## config.mk

```make
export PLATFORM = sky130hd
export DESIGN_NAME = osd_dem_uart_char_fifo
export DESIGN_NICKNAME = d
export VERILOG_FILES = /design/src/rtl/osd_dem_uart_package.sv /design/src/rtl/osd_dem_uart_fifo_ram.sv /design/src/rtl/osd_dem_uart_char_fifo.sv
export SDC_FILE = /design/constraint.sdc
export NUM_CORES = 1
export LEC_CHECK = 0
export CAP_MARGIN = 20
export CORE_MARGIN = 2
export CORE_UTILIZATION = 47
export CTS_BUF_LIST = sky130_fd_sc_hd__clkbuf_4
export CTS_CLUSTER_SIZE = 20
export DETAILED_ROUTE_END_ITERATION = 16
export DONT_BUFFER_PORTS = 1
export GPL_TIMING_DRIVEN = 0
export SYNTH_ARGS = -nofsm -noshare
export SYNTH_HDL_FRONTEND = slang
export SYNTH_SLANG_ARGS = --single-unit
```

## constraint.sdc

```tcl
create_clock -name clk -period 3.9 [get_ports clk]
set_input_delay 0.585 -clock clk [delete_from_list [all_inputs] [get_ports clk]]
set_output_delay 0.585 -clock clk [all_outputs]
set_load 0.005 [all_outputs]
```

## src/rtl/osd_dem_uart_package.sv

```systemverilog
// ---------------------------------------------------------------------------
// osd_dem_uart_package
// Shared definitions for the DEM-UART blocks (character FIFO, 16550 model).
//   - CHAR_W        : width of a UART character
//   - trig_sel_e    : 16550 FCR receive trigger level encoding
//   - trig_level()  : converts a trigger select code into an entry count
// ---------------------------------------------------------------------------
package osd_dem_uart_package;

    localparam int CHAR_W = 8;

    typedef enum logic [1:0] {
        TRIG_1  = 2'd0,
        TRIG_4  = 2'd1,
        TRIG_8  = 2'd2,
        TRIG_14 = 2'd3
    } trig_sel_e;

    localparam int TRIG_LEVEL_1  = 1;
    localparam int TRIG_LEVEL_4  = 4;
    localparam int TRIG_LEVEL_8  = 8;
    localparam int TRIG_LEVEL_14 = 14;

    // Number of buffered entries at which the trigger condition is met.
    function automatic int trig_level(input logic [1:0] sel);
        int level;
        level = TRIG_LEVEL_14;
        case (trig_sel_e'(sel))
            TRIG_1:  level = TRIG_LEVEL_1;
            TRIG_4:  level = TRIG_LEVEL_4;
            TRIG_8:  level = TRIG_LEVEL_8;
            TRIG_14: level = TRIG_LEVEL_14;
            default: level = TRIG_LEVEL_14;
        endcase
        return level;
    endfunction

endpackage

```

## src/rtl/osd_dem_uart_fifo_ram.sv

```systemverilog
// ---------------------------------------------------------------------------
// osd_dem_uart_fifo_ram
// DEPTH x CHAR_W character storage: one write port, one registered read port.
// The array carries no reset so it maps onto block/distributed RAM.
// A read and a write to the same address in one cycle return the old data;
// the FIFO top forwards around that case itself.
// Ports:
//   clk      in   clock
//   we       in   write enable
//   wr_addr  in   write address
//   wr_data  in   write data
//   rd_addr  in   read address (sampled every cycle)
//   rd_data  out  registered read data
// ---------------------------------------------------------------------------
module osd_dem_uart_fifo_ram
    import osd_dem_uart_package::*;
#(
    parameter int DEPTH = 16,
    parameter int AW    = $clog2(DEPTH)
) (
    input  logic              clk,
    input  logic              we,
    input  logic [AW-1:0]     wr_addr,
    input  logic [CHAR_W-1:0] wr_data,
    input  logic [AW-1:0]     rd_addr,
    output logic [CHAR_W-1:0] rd_data
);

    logic [CHAR_W-1:0] mem [DEPTH];

    always_ff @(posedge clk) begin
        if (we) begin
            mem[wr_addr] <= wr_data;
        end
        rd_data <= mem[rd_addr];
    end

endmodule

```

## src/rtl/osd_dem_uart_char_fifo.sv

```systemverilog
// ---------------------------------------------------------------------------
// osd_dem_uart_char_fifo
// Character FIFO between the DEM-UART debug char streams and the 16550
// register model. Provides 16550-style occupancy and trigger status, a
// synchronous flush and a discard (drop) mode for a detached debug host.
//
// Ports:
//   clk        in   clock, rising edge
//   rst        in   synchronous reset, active-high
//   in_valid   in   write-side character valid
//   in_char    in   write-side character
//   in_ready   out  write-side ready (registered)
//   out_valid  out  read-side character valid (registered)
//   out_char   out  read-side character (registered, holds when idle)
//   out_ready  in   read-side ready
//   flush      in   synchronous clear, wins over push and pop
//   drop       in   discard mode: accept and throw away write-side chars
//   trig_sel   in   trigger level select: 0->1, 1->4, 2->8, 3->14
//   count      out  occupancy 0..DEPTH
//   trig       out  count >= selected trigger level
//   empty      out  count == 0
//   full       out  count == DEPTH
//
// Organisation: every buffered character lives in the RAM, including the
// head. out_char is a register copy of the head. The RAM read port is
// always aimed at the entry just behind the next head, so that on a pop
// the new head is already sitting in the RAM read register. An entry that
// is written in the same cycle as its address is read is captured in a
// small forwarding register instead.
// ---------------------------------------------------------------------------
module osd_dem_uart_char_fifo
    import osd_dem_uart_package::*;
#(
    parameter  int DEPTH = 16,
    localparam int AW    = $clog2(DEPTH)
) (
    input  logic              clk,
    input  logic              rst,
    input  logic              in_valid,
    input  logic [CHAR_W-1:0] in_char,
    output logic              in_ready,
    output logic              out_valid,
    output logic [CHAR_W-1:0] out_char,
    input  logic              out_ready,
    input  logic              flush,
    input  logic              drop,
    input  logic [1:0]        trig_sel,
    output logic [AW:0]       count,
    output logic              trig,
    output logic              empty,
    output logic              full
);

    localparam logic [AW-1:0] PTR_ONE  = AW'(1);
    localparam logic [AW:0]   CNT_ONE  = (AW+1)'(1);
    localparam logic [AW:0]   CNT_FULL = (AW+1)'(DEPTH);
    localparam int            NUM_TRIG = 4;

    // ------------------------------------------------------------------
    // State
    // ------------------------------------------------------------------
    logic [AW-1:0]     wr_ptr_reg,   wr_ptr_next;
    logic [AW-1:0]     rd_ptr_reg,   rd_ptr_next;
    logic [AW:0]       count_reg,    count_next;
    logic              out_valid_reg;
    logic [CHAR_W-1:0] out_char_reg, out_char_next;
    logic              in_ready_reg;
    logic              trig_reg,     trig_next;
    logic              empty_reg;
    logic              full_reg;
    logic              fwd_valid_reg, fwd_valid_next;
    logic [CHAR_W-1:0] fwd_data_reg;

    logic              push;
    logic              pop;
    logic [AW-1:0]     ram_rd_addr;
    logic [CHAR_W-1:0] ram_rd_data;
    logic [CHAR_W-1:0] next_head;
    logic [NUM_TRIG-1:0] trig_hit;

    // ------------------------------------------------------------------
    // Handshakes. The full check on push also covers the single cycle
    // after drop is released while full, where in_ready still reads 1.
    // ------------------------------------------------------------------
    assign push = in_valid && in_ready_reg && !drop && !flush && !full_reg;
    assign pop  = out_valid_reg && out_ready && !flush;

    // ------------------------------------------------------------------
    // Pointer and occupancy update
    // ------------------------------------------------------------------
    always_comb begin
        wr_ptr_next = wr_ptr_reg;
        rd_ptr_next = rd_ptr_reg;
        count_next  = count_reg;
        if (flush) begin
            wr_ptr_next = '0;
            rd_ptr_next = '0;
            count_next  = '0;
        end else begin
            if (push) begin
                wr_ptr_next = wr_ptr_reg + PTR_ONE;
            end
            if (pop) begin
                rd_ptr_next = rd_ptr_reg + PTR_ONE;
            end
            if (push && !pop) begin
                count_next = count_reg + CNT_ONE;
            end else if (pop && !push) begin
                count_next = count_reg - CNT_ONE;
            end
        end
    end

    // ------------------------------------------------------------------
    // Storage. Read address is the entry after the head-to-be, i.e. the
    // character that becomes head on the following pop.
    // ------------------------------------------------------------------
    assign ram_rd_addr = rd_ptr_next + PTR_ONE;

    osd_dem_uart_fifo_ram #(
        .DEPTH (DEPTH),
        .AW    (AW)
    ) u_ram (
        .clk     (clk),
        .we      (push),
        .wr_addr (wr_ptr_reg),
        .wr_data (in_char),
        .rd_addr (ram_rd_addr),
        .rd_data (ram_rd_data)
    );

    // The RAM returns stale data when the entry was written in the very
    // cycle it was read; the forwarding register holds the fresh value.
    assign fwd_valid_next = push && (wr_ptr_reg == ram_rd_addr);
    assign next_head      = fwd_valid_reg ? fwd_data_reg : ram_rd_data;

    // ------------------------------------------------------------------
    // Output register: the head moves on a pop, or a char lands directly
    // in it when the FIFO would otherwise be empty after this cycle.
    // ------------------------------------------------------------------
    always_comb begin
        out_char_next = out_char_reg;
        if (!flush) begin
            if (pop) begin
                if (count_reg > CNT_ONE) begin
                    out_char_next = next_head;
                end else if (push) begin
                    out_char_next = in_char;
                end
            end else if (push && (count_reg == '0)) begin
                out_char_next = in_char;
            end
        end
    end

    // ------------------------------------------------------------------
    // Trigger: one comparator per level, selected by trig_sel.
    // ------------------------------------------------------------------
    genvar gi;
    generate
        for (gi = 0; gi < NUM_TRIG; gi++) begin : g_trig
            assign trig_hit[gi] = int'(count_next) >= trig_level(2'(gi));
        end
    endgenerate

    assign trig_next = trig_hit[trig_sel];

    // ------------------------------------------------------------------
    // Registers
    // ------------------------------------------------------------------
    always_ff @(posedge clk) begin
        if (rst) begin
            wr_ptr_reg    <= '0;
            rd_ptr_reg    <= '0;
            count_reg     <= '0;
            out_valid_reg <= 1'b0;
            out_char_reg  <= '0;
            in_ready_reg  <= 1'b1;
            trig_reg      <= 1'b0;
            empty_reg     <= 1'b1;
            full_reg      <= 1'b0;
            fwd_valid_reg <= 1'b0;
            fwd_data_reg  <= '0;
        end else begin
            wr_ptr_reg    <= wr_ptr_next;
            rd_ptr_reg    <= rd_ptr_next;
            count_reg     <= count_next;
            out_valid_reg <= (count_next != '0);
            out_char_reg  <= out_char_next;
            // Discard mode keeps the write side open regardless of fill.
            in_ready_reg  <= drop || (count_next != CNT_FULL);
            trig_reg      <= trig_next;
            empty_reg     <= (count_next == '0);
            full_reg      <= (count_next == CNT_FULL);
            fwd_valid_reg <= fwd_valid_next;
            fwd_data_reg  <= in_char;
        end
    end

    assign in_ready  = in_ready_reg;
    assign out_valid = out_valid_reg;
    assign out_char  = out_char_reg;
    assign count     = count_reg;
    assign trig      = trig_reg;
    assign empty     = empty_reg;
    assign full      = full_reg;

endmodule

```

==> impl_metrics.yaml <==
setup_path:
  r2r_start: "out_valid"
  r2r_end: "u_ram.rd_data[5]"
  required_ns: 4.35
  critPathCaptureType: "flop"
  cp_max_fo: 10
  crit_start: "flush"
  critPathMaxStageDelay_ns: 0.60
  startpoint_type: "input port"
  worst-path-stages: 9
  path_class: "input port to flop"
  reg2regPathDepth: 10
  slowest_stage: "clkbuf_1"
  crit_chain: "buf_2 -> buf_1 -> clkbuf_1 -> nor2_1 -> ha_1 -> clkbuf_1 -> clkbuf_1 -> mux4_2 -> mux4_1"
  rrSetupSlack_ns: 0.39
  crit_family: "buffers and inverters"
  critPathMostFrequentCell: "clkbuf_1"
  crit_buf_inv: 5
  crit_arrival_ns: 3.99
  crit_path_end: "u_ram.rd_data[5]"
synth:
  yosys_warnings: 0
  synth_area_leaders: "edfxtp_1 (55%), dfxtp_1 (12%), mux4_2 (12%), nor2_1 (1.9%), ha_1 (1.8%)"
  seq_area_frac_synth: 0.669
  yosys_register_bits: 171
  synth_top_area_share: 0.547
  synth_area_leader_cell: "edfxtp_1"
  synth_edf_count: 128
  async_flop_share: 0
  synth_flop_cell: "edfxtp_1"
  ys_types: 58
  synth_fp_nets: 440
  synth.avg_cell_area_um2: 17.0
  yosys.cell_count.top_type: "edfxtp_1"
  ys_top_cells_by_count: "edfxtp_1 (128), dfxtp_1 (43), mux4_2 (36), nor2_1 (36), nor3_1 (19)"
  netlist_area_mm2: 0.00703
  syn_inst: 414
cts:
  cts_resized: 0
  htree_num_levels: 4
  cts_root_buf: "clkbuf_4"
  clk_pin_slew_worst_paths_ns: 0.15
  clkLatencyLatePin_ns: 0.57
  cts.path.max_buffers: 2
  holdBufCountCts: 0
  cts_tree: "yes"
  cts_made_buffers: 17
  cts_setup_buffers: 0
  cts.sinks: 171
sta:
  fin_crit_sh: 0.910
  final.setup_skew_ns: 0.0209
  hold_violations: 0
  rsz0062_at_grt: "no"
  fin_tns_setup_ns: 0
  slew_headroom: 0.452
  layout_setup_ws_ns: 0.352
  setup-violations-final: 0
  slew_viol_final: 0
  max_freq_mhz: 282
  tightest_slew_ns: 0.819
  min_period_ns: 3.55
global_route:
  grt_pass1_wl_um: 20700
  grt_overflow: 0
  grt_pass1_vias: 3676
  track_usage: 0.172
  grt_max_degree: 19
  antenna_found_initial: 0
floorplanning:
  dieWidth_um: 126
  rows: 44
  io_pins: 34
  die_y_um: 126
  core_mm2: 0.0146
  start_util: 0.482
  dieArea_mm2: 0.0160
cells_and_area:
  multi_input_area_mm2: 0.00218
  seqCellArea_mm2: 0.00470
  area_growth_syn_to_layout_pct: 8.72
  regMostFlops: "u_ram.mem"
  largest_reg_flops: 128
  insertedDiodeCount: 0
  drive_gt1_frac: 0.220
  postLayoutCellArea_mm2: 0.00765
  nFillCells: 1177
  fin_nets: 463
power:
  p_per_area_mw_per_mm2: 439
  vdd_drop_max_mv: 0.332
  p_leak_nw: 2.41
  power_w: 0.00336
placed_design:
  port_buffers: 0
  post-place-ws_ns: -0.267
  dp_hpwl_um: 9290
  place_area_mm2: 0.00728
  gp_congestion: 0.762
outcome:
  status: "completed"
routing:
  dr.pass1.iters: 4
  vias: 3608
  routedWlPerCell_um: 20.2
  drc: 0
  routed_wl_um: 12800
  via_per_inst: 5.69
  postRouteAntennaNets: 0
  drtIter0Drc: 325
run:
  cap_violations: 0
min_path:
  holdCritPathClass: "input port to flop"
-- worst reg2reg max path, delay by kind of cell, from the launching register on --
| kind | cells | cell delay [ns] |
|---|---|---|
| fa+ha+maj | 1 | 0.15 |
| buf+inv | 4 | 1.26 |
| flops | 1 | 0.41 |
| mux | 2 | 1.00 |
| simple gates | 3 | 0.57 |
-- metal layers --
layer,GRT usage,wire [µm],share of wire
met3,0.0388,681,0.053
met4,0.0640,167,0.013
met5,0,0,0
met1,0.241,6010,0.47
met2,0.267,5970,0.47
-- how the worst min path moves through the flow --
stage	to	cells past startpoint	from
after detailed placement	out_char[3]	2	out_char[3]
after global placement	out_char[4]	2	out_char[4]
after global routing	u_ram.mem[0][7]	0	in_char[7]
after CTS	u_ram.mem[3][1]	0	in_char[1]
after floorplan	out_char[0]	2	out_char[0]
final	u_ram.mem[0][6]	0	in_char[6]
-- report_power, final --
group / total [W] / internal [W] / switching [W]
registers: 0.00198 / 0.00197 / 0.0000106
clock network: 0.00123 / 0.000587 / 0.000640
logic: 0.000152 / 0.0000708 / 0.0000808
total: 0.00336 / 0.00263 / 0.000732
-- per-stage QoR --
step	cells	hold WS (ns)	util
finish	634	0.0987	0.524
global route	634	0.0579	0.524
CTS	634	0.0538	0.524
detailed placement	602	0.511	0.499
global placement	598	0.499	0.498
floorplan	414	0.483	-
-- cell families (layout without fill, tap and decap cells) --
group                    count (synthesis)  in the layout  share of synthesized area
AO/OA/AOI/OAI                           40             40                     0.0450
XOR/XNOR                                13             13                     0.0173
adder cells (fa/ha/maj)                 10             10                     0.0178
buffers and inverters                   27             63                     0.0210
flip-flops                             171            171                      0.669
multiplexers                            53             53                      0.150
AND/OR/NAND/NOR                        100            100                     0.0804
-- cell usage in the layout, fill, tap and decap left out, drive strengths merged, types with 11 or more instances in the layout --
cell type	Yosys	layout
mux2i	11	11
a211oi	11	11
edfxtp	128	128
nor2	38	38
buf	10	14
dfxtp	43	43
mux4	40	40
clkbuf	12	29
nor3	19	19
-- layout make-up --
type / count / share of cell area
flip-flops and latches: 171 / 0.615
multi-input cells: 216 / 0.285
clock inverters: 15 / 0.0308
well taps: 184 / 0.0301
plain buffers: 22 / 0.0169
clock buffers: 17 / 0.0167
repair buffers: 4 / 0.00262
inverters: 5 / 0.00245
(Power assumes the default switching activity.)
